==> config.mk <==
export PLATFORM = sky130hd
export DESIGN_NAME = i2s_receiver
export DESIGN_NICKNAME = d
export VERILOG_FILES = /design/src/rtl/i2s_pkg.sv /design/src/rtl/i2s_sample_fifo.sv /design/src/rtl/i2s_receiver.sv
export SDC_FILE = /design/constraint.sdc
export NUM_CORES = 1
export LEC_CHECK = 0
export ABC_AREA = 1
export CAP_MARGIN = 0
export CORE_UTILIZATION = 45
export DETAILED_ROUTE_END_ITERATION = 8
export PLACE_DENSITY = 0.71
export SLEW_MARGIN = 20
export SYNTH_ARGS = -nofsm -noshare
export SYNTH_HDL_FRONTEND = slang
export SYNTH_SLANG_ARGS = --single-unit
==> constraint.sdc <==
create_clock -name serial_clk -period 2.5 [get_ports serial_clk]
set_input_delay 0.5 -clock serial_clk [delete_from_list [all_inputs] [get_ports serial_clk]]
set_output_delay 0.5 -clock serial_clk [all_outputs]
set_load 0.03 [all_outputs]
==> src/rtl/i2s_pkg.sv <==
// i2s_pkg: shared types for the I2S receiver (state encoding, stereo-pair layout).
package i2s_pkg;
  localparam int SAMPLE_WIDTH_DEF = 16;

  typedef enum logic [1:0] {SYNC, LEFT, RIGHT} state_t;

  typedef struct packed {
    logic [SAMPLE_WIDTH_DEF-1:0] left;
    logic [SAMPLE_WIDTH_DEF-1:0] right;
  } stereo_pair_t;
endpackage

==> src/rtl/i2s_sample_fifo.sv <==
// i2s_sample_fifo: show-ahead FIFO; extra pointer bit separates full from empty.
module i2s_sample_fifo #(
  parameter int WIDTH = 32,
  parameter int DEPTH = 4
) (
  input  logic             clk,
  input  logic             rst,
  input  logic             push,
  input  logic [WIDTH-1:0] wdata,
  input  logic             pop,
  output logic             valid,
  output logic             full,
  output logic [WIDTH-1:0] rdata
);
  localparam int AW = $clog2(DEPTH);

  logic [WIDTH-1:0] mem [DEPTH];
  logic [AW:0]      wr_ptr, rd_ptr;
  logic             empty, do_push, do_pop;

  assign empty   = wr_ptr == rd_ptr;
  assign full    = (wr_ptr[AW] != rd_ptr[AW]) && (wr_ptr[AW-1:0] == rd_ptr[AW-1:0]);
  // a pop in the same cycle frees the slot, so a push while full still lands
  assign do_pop  = pop && !empty;
  assign do_push = push && (!full || do_pop);
  assign valid   = !empty;
  assign rdata   = mem[rd_ptr[AW-1:0]];

  always_ff @(posedge clk or posedge rst) begin
    if (rst) begin
      wr_ptr <= '0;
      rd_ptr <= '0;
    end else begin
      if (do_push) wr_ptr <= wr_ptr + 1'b1;
      if (do_pop)  rd_ptr <= rd_ptr + 1'b1;
    end
  end

  always_ff @(posedge clk) begin
    if (do_push) mem[wr_ptr[AW-1:0]] <= wdata;
  end
endmodule

==> src/rtl/i2s_receiver.sv <==
// i2s_receiver: I2S serial-to-parallel receiver feeding a show-ahead stereo-pair FIFO.
// Define I2S_RX_FRAME_ERR_EN to flag and drop pairs containing a word of the wrong length.
module i2s_receiver
  import i2s_pkg::*;
#(
  parameter int SAMPLE_WIDTH = SAMPLE_WIDTH_DEF,
  parameter int FIFO_DEPTH   = 4
) (
  input  logic                    serial_clk,
  input  logic                    reset,
  input  logic                    i2s_ws,
  input  logic                    i2s_sound_bit_in,
  input  logic                    sample_ready,
  output logic                    sample_valid,
  output logic [SAMPLE_WIDTH-1:0] left_sample,
  output logic [SAMPLE_WIDTH-1:0] right_sample,
  output logic                    overflow,
  output logic                    frame_err
);
  localparam logic [SAMPLE_WIDTH-1:0] MASK_INIT = {1'b1, {(SAMPLE_WIDTH-1){1'b0}}};

  state_t                    state;
  logic                      ws_q, left_ok;
  logic [SAMPLE_WIDTH-1:0]   shreg, bit_mask, left_hold, word;
  logic                      ws_edge, word_ok, push, pop, full, valid;
  logic [2*SAMPLE_WIDTH-1:0] head;

  // bit_mask is a one-hot bit position walking MSB->LSB; once it falls off the
  // end, excess bits are dropped and short words stay zero-padded
  assign ws_edge = i2s_ws != ws_q;
  assign word    = shreg | (i2s_sound_bit_in ? bit_mask : '0);

`ifdef I2S_RX_FRAME_ERR_EN
  // exactly SAMPLE_WIDTH-1 bits shifted before the final bit leaves the mask at bit 0
  assign word_ok = bit_mask[0];
`else
  assign word_ok = 1'b1;
`endif

  assign push = ws_edge && ws_q && (state == RIGHT) && left_ok && word_ok;
  assign pop  = valid && sample_ready;

  always_ff @(posedge serial_clk or posedge reset) begin
    if (reset) begin
      ws_q      <= 1'b0;
      state     <= SYNC;
      shreg     <= '0;
      bit_mask  <= MASK_INIT;
      left_hold <= '0;
      left_ok   <= 1'b0;
    end else begin
      ws_q <= i2s_ws;
      if (ws_edge) begin
        shreg    <= '0;
        bit_mask <= MASK_INIT;
        case (state)
          SYNC:    if (ws_q) state <= LEFT;
          LEFT: begin
            left_hold <= word;
            left_ok   <= word_ok;
            state     <= RIGHT;
          end
          RIGHT:   state <= LEFT;
          default: state <= SYNC;
        endcase
      end else begin
        shreg    <= word;
        bit_mask <= bit_mask >> 1;
      end
    end
  end

  always_ff @(posedge serial_clk or posedge reset) begin
    if (reset)                    overflow <= 1'b0;
    else if (push && full && !pop) overflow <= 1'b1;
  end

`ifdef I2S_RX_FRAME_ERR_EN
  always_ff @(posedge serial_clk or posedge reset) begin
    if (reset) frame_err <= 1'b0;
    else       frame_err <= ws_edge && (state != SYNC) && !word_ok;
  end
`else
  assign frame_err = 1'b0;
`endif

  i2s_sample_fifo #(
    .WIDTH (2*SAMPLE_WIDTH),
    .DEPTH (FIFO_DEPTH)
  ) u_fifo (
    .clk   (serial_clk),
    .rst   (reset),
    .push  (push),
    .wdata ({left_hold, word}),
    .pop   (pop),
    .valid (valid),
    .full  (full),
    .rdata (head)
  );

  assign sample_valid = valid;
  assign left_sample  = valid ? head[2*SAMPLE_WIDTH-1:SAMPLE_WIDTH] : '0;
  assign right_sample = valid ? head[SAMPLE_WIDTH-1:0] : '0;
endmodule
==> summary.md, run 1 <==
| Metric | Value |
|---|---|
| Syn Nets | `637` |
| Inserted Clock Buffers | `17` |
| Final net count | `693` |
| Yosys reg bits | `187` |
| Total negative slack | `0 ps` |
| DP HPWL | `9660 µm` |
| Post-Synth Adder-Cell Area | `1.02%` |
| Max Cap Viol | `0` |
| Via count | `4614` |
| Post-route ant nets | `0` |
| Layout area overhead | `17.2%` |
| Most common cell after layout, fill and taps aside | `edfxtp_1` |
| Die Wd | `130 µm` |
| CP Class | `reg2out` |
| Routed length per instance | `16.1 µm` |
| Leakage Power | `3.79 nW` |
| Synth Cell Area | `7360 µm²` |
| Compound-Gate Fraction of Synth Area | `9.42%` |
| Number of synthesis warnings | `0` |
| Drt via density | `5.06` |
| Clock buffer depth | `2` |
| Number of antenna violations at the first check in global routing | `0` |
| Cells after Synth | `626` |
| Gr ovfl total | `0` |
| Minimum clock period | `2390 ps` |
| First-pass iteration count of the detailed router | `6` |
| Maximum vdd drop | `0.691 mV` |
| Syn avg cell area | `11.8 µm²` |
| Highest Clock Rate | `419 MHz` |
| Yosys top cell area share | `52.3%` |
| RSZ-0062 raised after global routing | `false` |
| Setup Viol. Count Final | `0` |
| I/O pin count | `40` |
| Skew final | `7.97 ps` |
| Uppermost routed layer | `met4` |
| Mux cell area share after synthesis | `0%` |
| Element type at the critical path start | `flip-flop` |
| Met2 routed WL | `7300 µm` |
| Worst slew margin | `58.3%` |
| Post-Synth XOR/XNOR Area | `0.238%` |
| Crit path DAT | `1890 ps` |
| Initial Util | `46.1%` |
| Post-synth cell types | `26` |
| Worst-path clk slew | `60 ps` |
| Final Hold Fails | `0` |
| Pwr per Cell Area | `1210 nW/µm²` |
| Core area | `15900 µm²` |
| Worst Path Required | `2000 ps` |
| Run status | `finished clean` |
| Root Driver | `clkbuf_16` |
| Simple-Gate Fraction of Synth Area | `10.6%` |
| Sinks on Clock Net | `187` |
| Skew-Pair Late Insertion Delay | `430 ps` |
| Largest net degree at the start of global routing | `41` |
| Most frequent cells in the layout | `edfxtp_1 (128), nor2_1 (82), o21ai_0 (81), nand2_1 (80), inv_1 (69)` |
| First-pass GRT wire length | `23400 µm` |
| Post-Route WL | `14700 µm` |
| GP Congestion | `0.761` |
| Worst min path class | `in2async` |
| Pins over their slew limit | `0` |
| Ranking of synthesized cells by area | `edfxtp_1 (52%), dfrtp_1 (20%), o21ai_0 (5.5%)` |
| Initial drt markers | `342` |
| Htree depth | `4` |
| Layout cell share with drive strength beyond 1 | `17.7%` |
| Sequential fraction of the synthesis area | `72.3%` |
| Met3 wire length | `682 µm` |
| Capturing element type of the critical path | `output port` |
| FP Rows | `46` |
| Die area | `16900 µm²` |
| # diodes | `0` |
| DRC | `0` |
| GRT Util Overall | `19.0%` |
| CTS tree | `done` |
| Largest family of logic cells by synthesized area | `simple AND/OR/NAND/NOR gates` |
| Post-route total power | `10.5 mW` |
| CP Max Fanout | `18` |
| Filler instances | `1360` |
| Wire length on met1 | `6510 µm` |
| Worst slew pin tran | `623 ps` |
| Period utilization | `95.4%` |
| Vias in the first global route | `4554` |
| I/O Buffers | `38` |
| Die height | `130 µm` |
| Post-synth top area cell | `edfxtp_1` |
-- cells in the mapped netlist --
library cell    n
buf_1           1
clkbuf_1       16
nor3_1          1
dfstp_2         1
clkinv_1        1
xor2_1          2
nand2_4         1
nand3_1         8
inv_2           8
buf_6           3
a21oi_1        16
nand2_1        80
o22ai_1        32
buf_2          10
o211ai_1        1
dfrtp_1        58
nor2_1         86
conb_1          1
nor2_8          1
buf_4           2
inv_1          71
o21ai_0        81
nand2_2        10
ha_1            6
edfxtp_1      128
nand2_8         1
-- routing by layer --
layer,vias to the layer above,GRT usage (%)
met2,105,30.9
li1,2208,-
met4,0,7.05
met1,2284,24.8
met3,17,4.88
met5,-,0
-- critical path, cell delays in order, from the launching register on --
cell	delay [ps]
dfrtp_1	440
inv_1	110
nand2_1	110
nand2_4	80
nor2_8	170
nand2_4	200
nand2_1	130
inv_1	50
buf_4	160
-- path summary, 6_finish.rpt --
check	startpoint	endpoint	slack, ps	cells past startpoint
worst max register to register	u_fifo.rd_ptr[0]$_DFFE_PP0P_	u_fifo.mem[0][20]$_DFFE_PP_	530	9
worst max-delay path	u_fifo.wr_ptr[1]$_DFFE_PP0P_	left_sample[5]	110	8
worst min-delay path	reset	ws_q$_DFF_PP0_	450	2
min in group serial_clk	left_ok$_DFFE_PP0P_	left_ok$_DFFE_PP0P_	450	2
max in group asynchronous	reset	bit_mask[10]$_DFF_PP0_	1510	3
worst min register to register	left_ok$_DFFE_PP0P_	left_ok$_DFFE_PP0P_	450	2
-- flip-flops by register name, summed over array words and instances (netlist names), 2 cells and up --
register / flops
shreg: 16
u_fifo.wr_ptr: 3
left_hold: 16
u_fifo.rd_ptr: 3
u_fifo.mem: 128
state: 2
bit_mask: 16
-- through the flow --
stage	hold WS [ps]	cells	cell area, µm²	util (%)	setup slack, ps
after floorplan	423	626	7360	-	-398
after global placement	437	875	7990	50.1	120
after detailed placement	438	875	7990	50.1	75.6
after CTS	453	907	8570	53.7	29.9
after global routing	490	911	8620	54.1	23.9
final	451	911	8620	54.1	114
-- timing repair --
action / CTS / global route
hold endpoints to repair: 0 / 0
hold buffers: 0 / 0
buffers inserted: 0 / 3
setup endpoints to repair: 2 / 17
cloned: 0 / 1
pin swaps: 0 / 2
resized for setup: 1 / 6
-- area by class of cell --
cell class              instances  area (µm²)  area share (%)
well taps                     216         270            3.13
repair buffers                 68         559            6.49
clock inverters                10        90.1            1.04
clock buffers                  22         485            5.63
flip-flops and latches        187        5320            61.7
inverters                      80         300            3.48
multi-input cells             328        1590            18.5
-- power by group --
group          internal (mW)  switching [mW]  leakage [nW]
Clock                   1.48            1.09         0.277
Sequential              3.50           0.142          1.97
Combinational           1.41            2.84          1.54
-- logic make-up (layout without fill, tap and decap cells) --
family	Yosys count	count (layout)
compound gates	130	130
xor+xnor	2	2
fa+ha+maj	6	6
buf+inv	112	180
flops	187	187
other cells	1	1
simple gates	188	189
No activity file was read; power rests on OpenSTA's default activity.
==> inputs of run 2 (changes only) <==
--- a/config.mk
+++ b/config.mk
@@ -7,9 +7,9 @@
 export LEC_CHECK = 0
 export ABC_AREA = 1
 export CAP_MARGIN = 0
-export CORE_UTILIZATION = 45
+export CORE_UTILIZATION = 40
 export DETAILED_ROUTE_END_ITERATION = 8
-export PLACE_DENSITY = 0.71
+export PLACE_DENSITY = 0.65
 export SLEW_MARGIN = 20
 export SYNTH_ARGS = -nofsm -noshare
 export SYNTH_HDL_FRONTEND = slang
==> run 2 against run 1 <==
  * Flip-flop and latch count stayed put
  * Total power is 5.5% higher
  * Sequential share of layout area is 1.2 points lower
  * Via count is 0.39% lower
  * Clock-buffer cell count is 3 lower
  * Highest routed layer unchanged
==> summary.md, run 2 (synthesis gave the netlist of run 1 again) <==
| Metric | Value |
|---|---|
| Via count | `4596` |
| Clock buffer depth | `2` |
| Period utilization | `97.0%` |
| # diodes | `0` |
| Minimum clock period | `2430 ps` |
| GRT Util Overall | `17.1%` |
| Post-route total power | `11.0 mW` |
| Final Cell Area | `8800 µm²` |
| Initial Util | `40.9%` |
| Area of placed instances | `8020 µm²` |
| Setup Viol. Count Final | `0` |
| Layout area overhead | `19.6%` |
| Root Driver | `clkbuf_16` |
| Final cell count without fillers | `928` |
| Most frequent cells in the layout | `edfxtp_1 (128), nor2_1 (82), o21ai_0 (81), inv_1 (70), nand2_1 (70)` |
| M2 GR Usage | `27.8%` |
| Worst min path class | `in2async` |
| Number of antenna violations at the first check in global routing | `0` |
| Hold WS | `255 ps` |
| Highest Clock Rate | `412 MHz` |
| Die Wd | `138 µm` |
| Skew final | `7.60 ps` |
| Post-Route WL | `15700 µm` |
| Setup ws final | `74.9 ps` |
| Crit path DAT | `1930 ps` |
| Gr ovfl total | `0` |
| Maximum vdd drop | `0.873 mV` |
| First-pass iteration count of the detailed router | `5` |
| Pins over their slew limit | `0` |
| Final Hold Fails | `0` |
| Core area | `18000 µm²` |
| Worst Path Required | `2000 ps` |
| Worst-path clk slew | `70 ps` |
| Post-route ant nets | `0` |
| Htree depth | `4` |
| Layout cell share with drive strength beyond 1 | `20.2%` |
| GR Layer Usage met1 | `22.8%` |
| Largest stage delay on the critical path | `440 ps` |
| Drt via density | `4.95` |
| Max Cap Viol | `0` |
| Filler instances | `1533` |
| CP Max Fanout | `9` |
| Skew-Pair Late Insertion Delay | `430 ps` |
| Largest net degree at the start of global routing | `58` |
| FP Rows | `49` |
| Routed length per instance | `17.0 µm` |
| CP Class | `reg2out` |
| Element type at the critical path start | `flip-flop` |
| Final net count | `697` |
| GR peak layer | `met2` |
| Most used cell, CP | `nand2_1` |
| DP HPWL | `9530 µm` |
| DRC | `0` |
| CP startpoint | `u_fifo.rd_ptr[1]$_DFFE_PP0P_` |
| R2r startpoint | `u_fifo.wr_ptr[2]$_DFFE_PP0P_` |
| Die height | `138 µm` |
| Sinks on Clock Net | `187` |
| Worst slew pin tran | `528 ps` |
| I/O Buffers | `38` |
| Place WS | `40.3 ps` |
| Run status | `finished clean` |
| I/O pin count | `40` |
| Register area | `5330 µm²` |
| Slowest cell on the critical path | `dfrtp_2` |
| First-pass GRT wire length | `23700 µm` |
| Dpl cells | `888` |
| Capturing element type of the critical path | `output port` |
| Routing usage on met3 | `4.08%` |
| Largest register FFs | `128` |
| Critical-path cell list | `buf_6, nand2_1, nand2_4, nor2_8, buf_12, nand2_8, nand2_1, inv_1, buf_4` |
| Vias in the first global route | `4440` |
| Leakage Power | `3.81 nW` |
| Area of the multi-input gates | `1700 µm²` |
| Total negative slack | `0 ps` |
| GP Congestion | `0.793` |
| Worst slew margin | `64.7%` |
| Inserted Clock Buffers | `17` |
| Initial drt markers | `385` |
| Die area | `18900 µm²` |
| CTS tree | `done` |
| Most common cell after layout, fill and taps aside | `edfxtp_1` |
| Pwr per Cell Area | `1250 nW/µm²` |
| Fin util | `49.0%` |
run 2: routing by layer:
layer	vias to the layer above	wire length, µm	share of wire (%)
li1	2214	-	-
met1	2256	6900	44
met2	107	7870	50
met3	19	800	5.1
met4	0	176	1.1
met5	-	0	0
run 2: final timing paths:
kind,endpoint,slack (ps),cells after the start
worst max-delay path,left_sample[0],70,9
worst min-delay path,ws_q$_DFF_PP0_,260,2
worst max register to register,u_fifo.mem[2][25]$_DFFE_PP_,330,8
worst min register to register,left_ok$_DFFE_PP0P_,460,2
max in group asynchronous,bit_mask[15]$_DFF_PP1_,1720,3
min in group serial_clk,left_ok$_DFFE_PP0P_,460,2
run 2: timing repair:
item | CTS | global route
buffers inserted | 0 | 4
hold buffers | 0 | 0
endpoints found under the setup margin | 5 | 26
resized for setup | 2 | 25
gates cloned | 1 | 3
pin swaps | 1 | 2
run 2: final cells by class:
| class | count | area share (%) |
|---|---|---|
| inverter | 80 | 3.47 |
| clock buffer | 19 | 4.92 |
| multi-input combinational | 331 | 19.4 |
| sequential | 187 | 60.5 |
| timing repair buffer | 69 | 6.81 |
| clock inverter | 13 | 1.65 |
| tap | 229 | 3.26 |
run 2: worst max-delay path: cells and delay by family (launching register included):
family | cells | cell delay, ps
buf+inv | 4 | 500
simple gates | 5 | 570
flops | 1 | 440
run 2: power breakdown:
| part | switching [mW] | internal, mW | total (mW) |
|---|---|---|---|
| logic | 3.16 | 1.63 | 4.79 |
| clock network | 1.14 | 1.48 | 2.61 |
| registers | 0.131 | 3.50 | 3.63 |
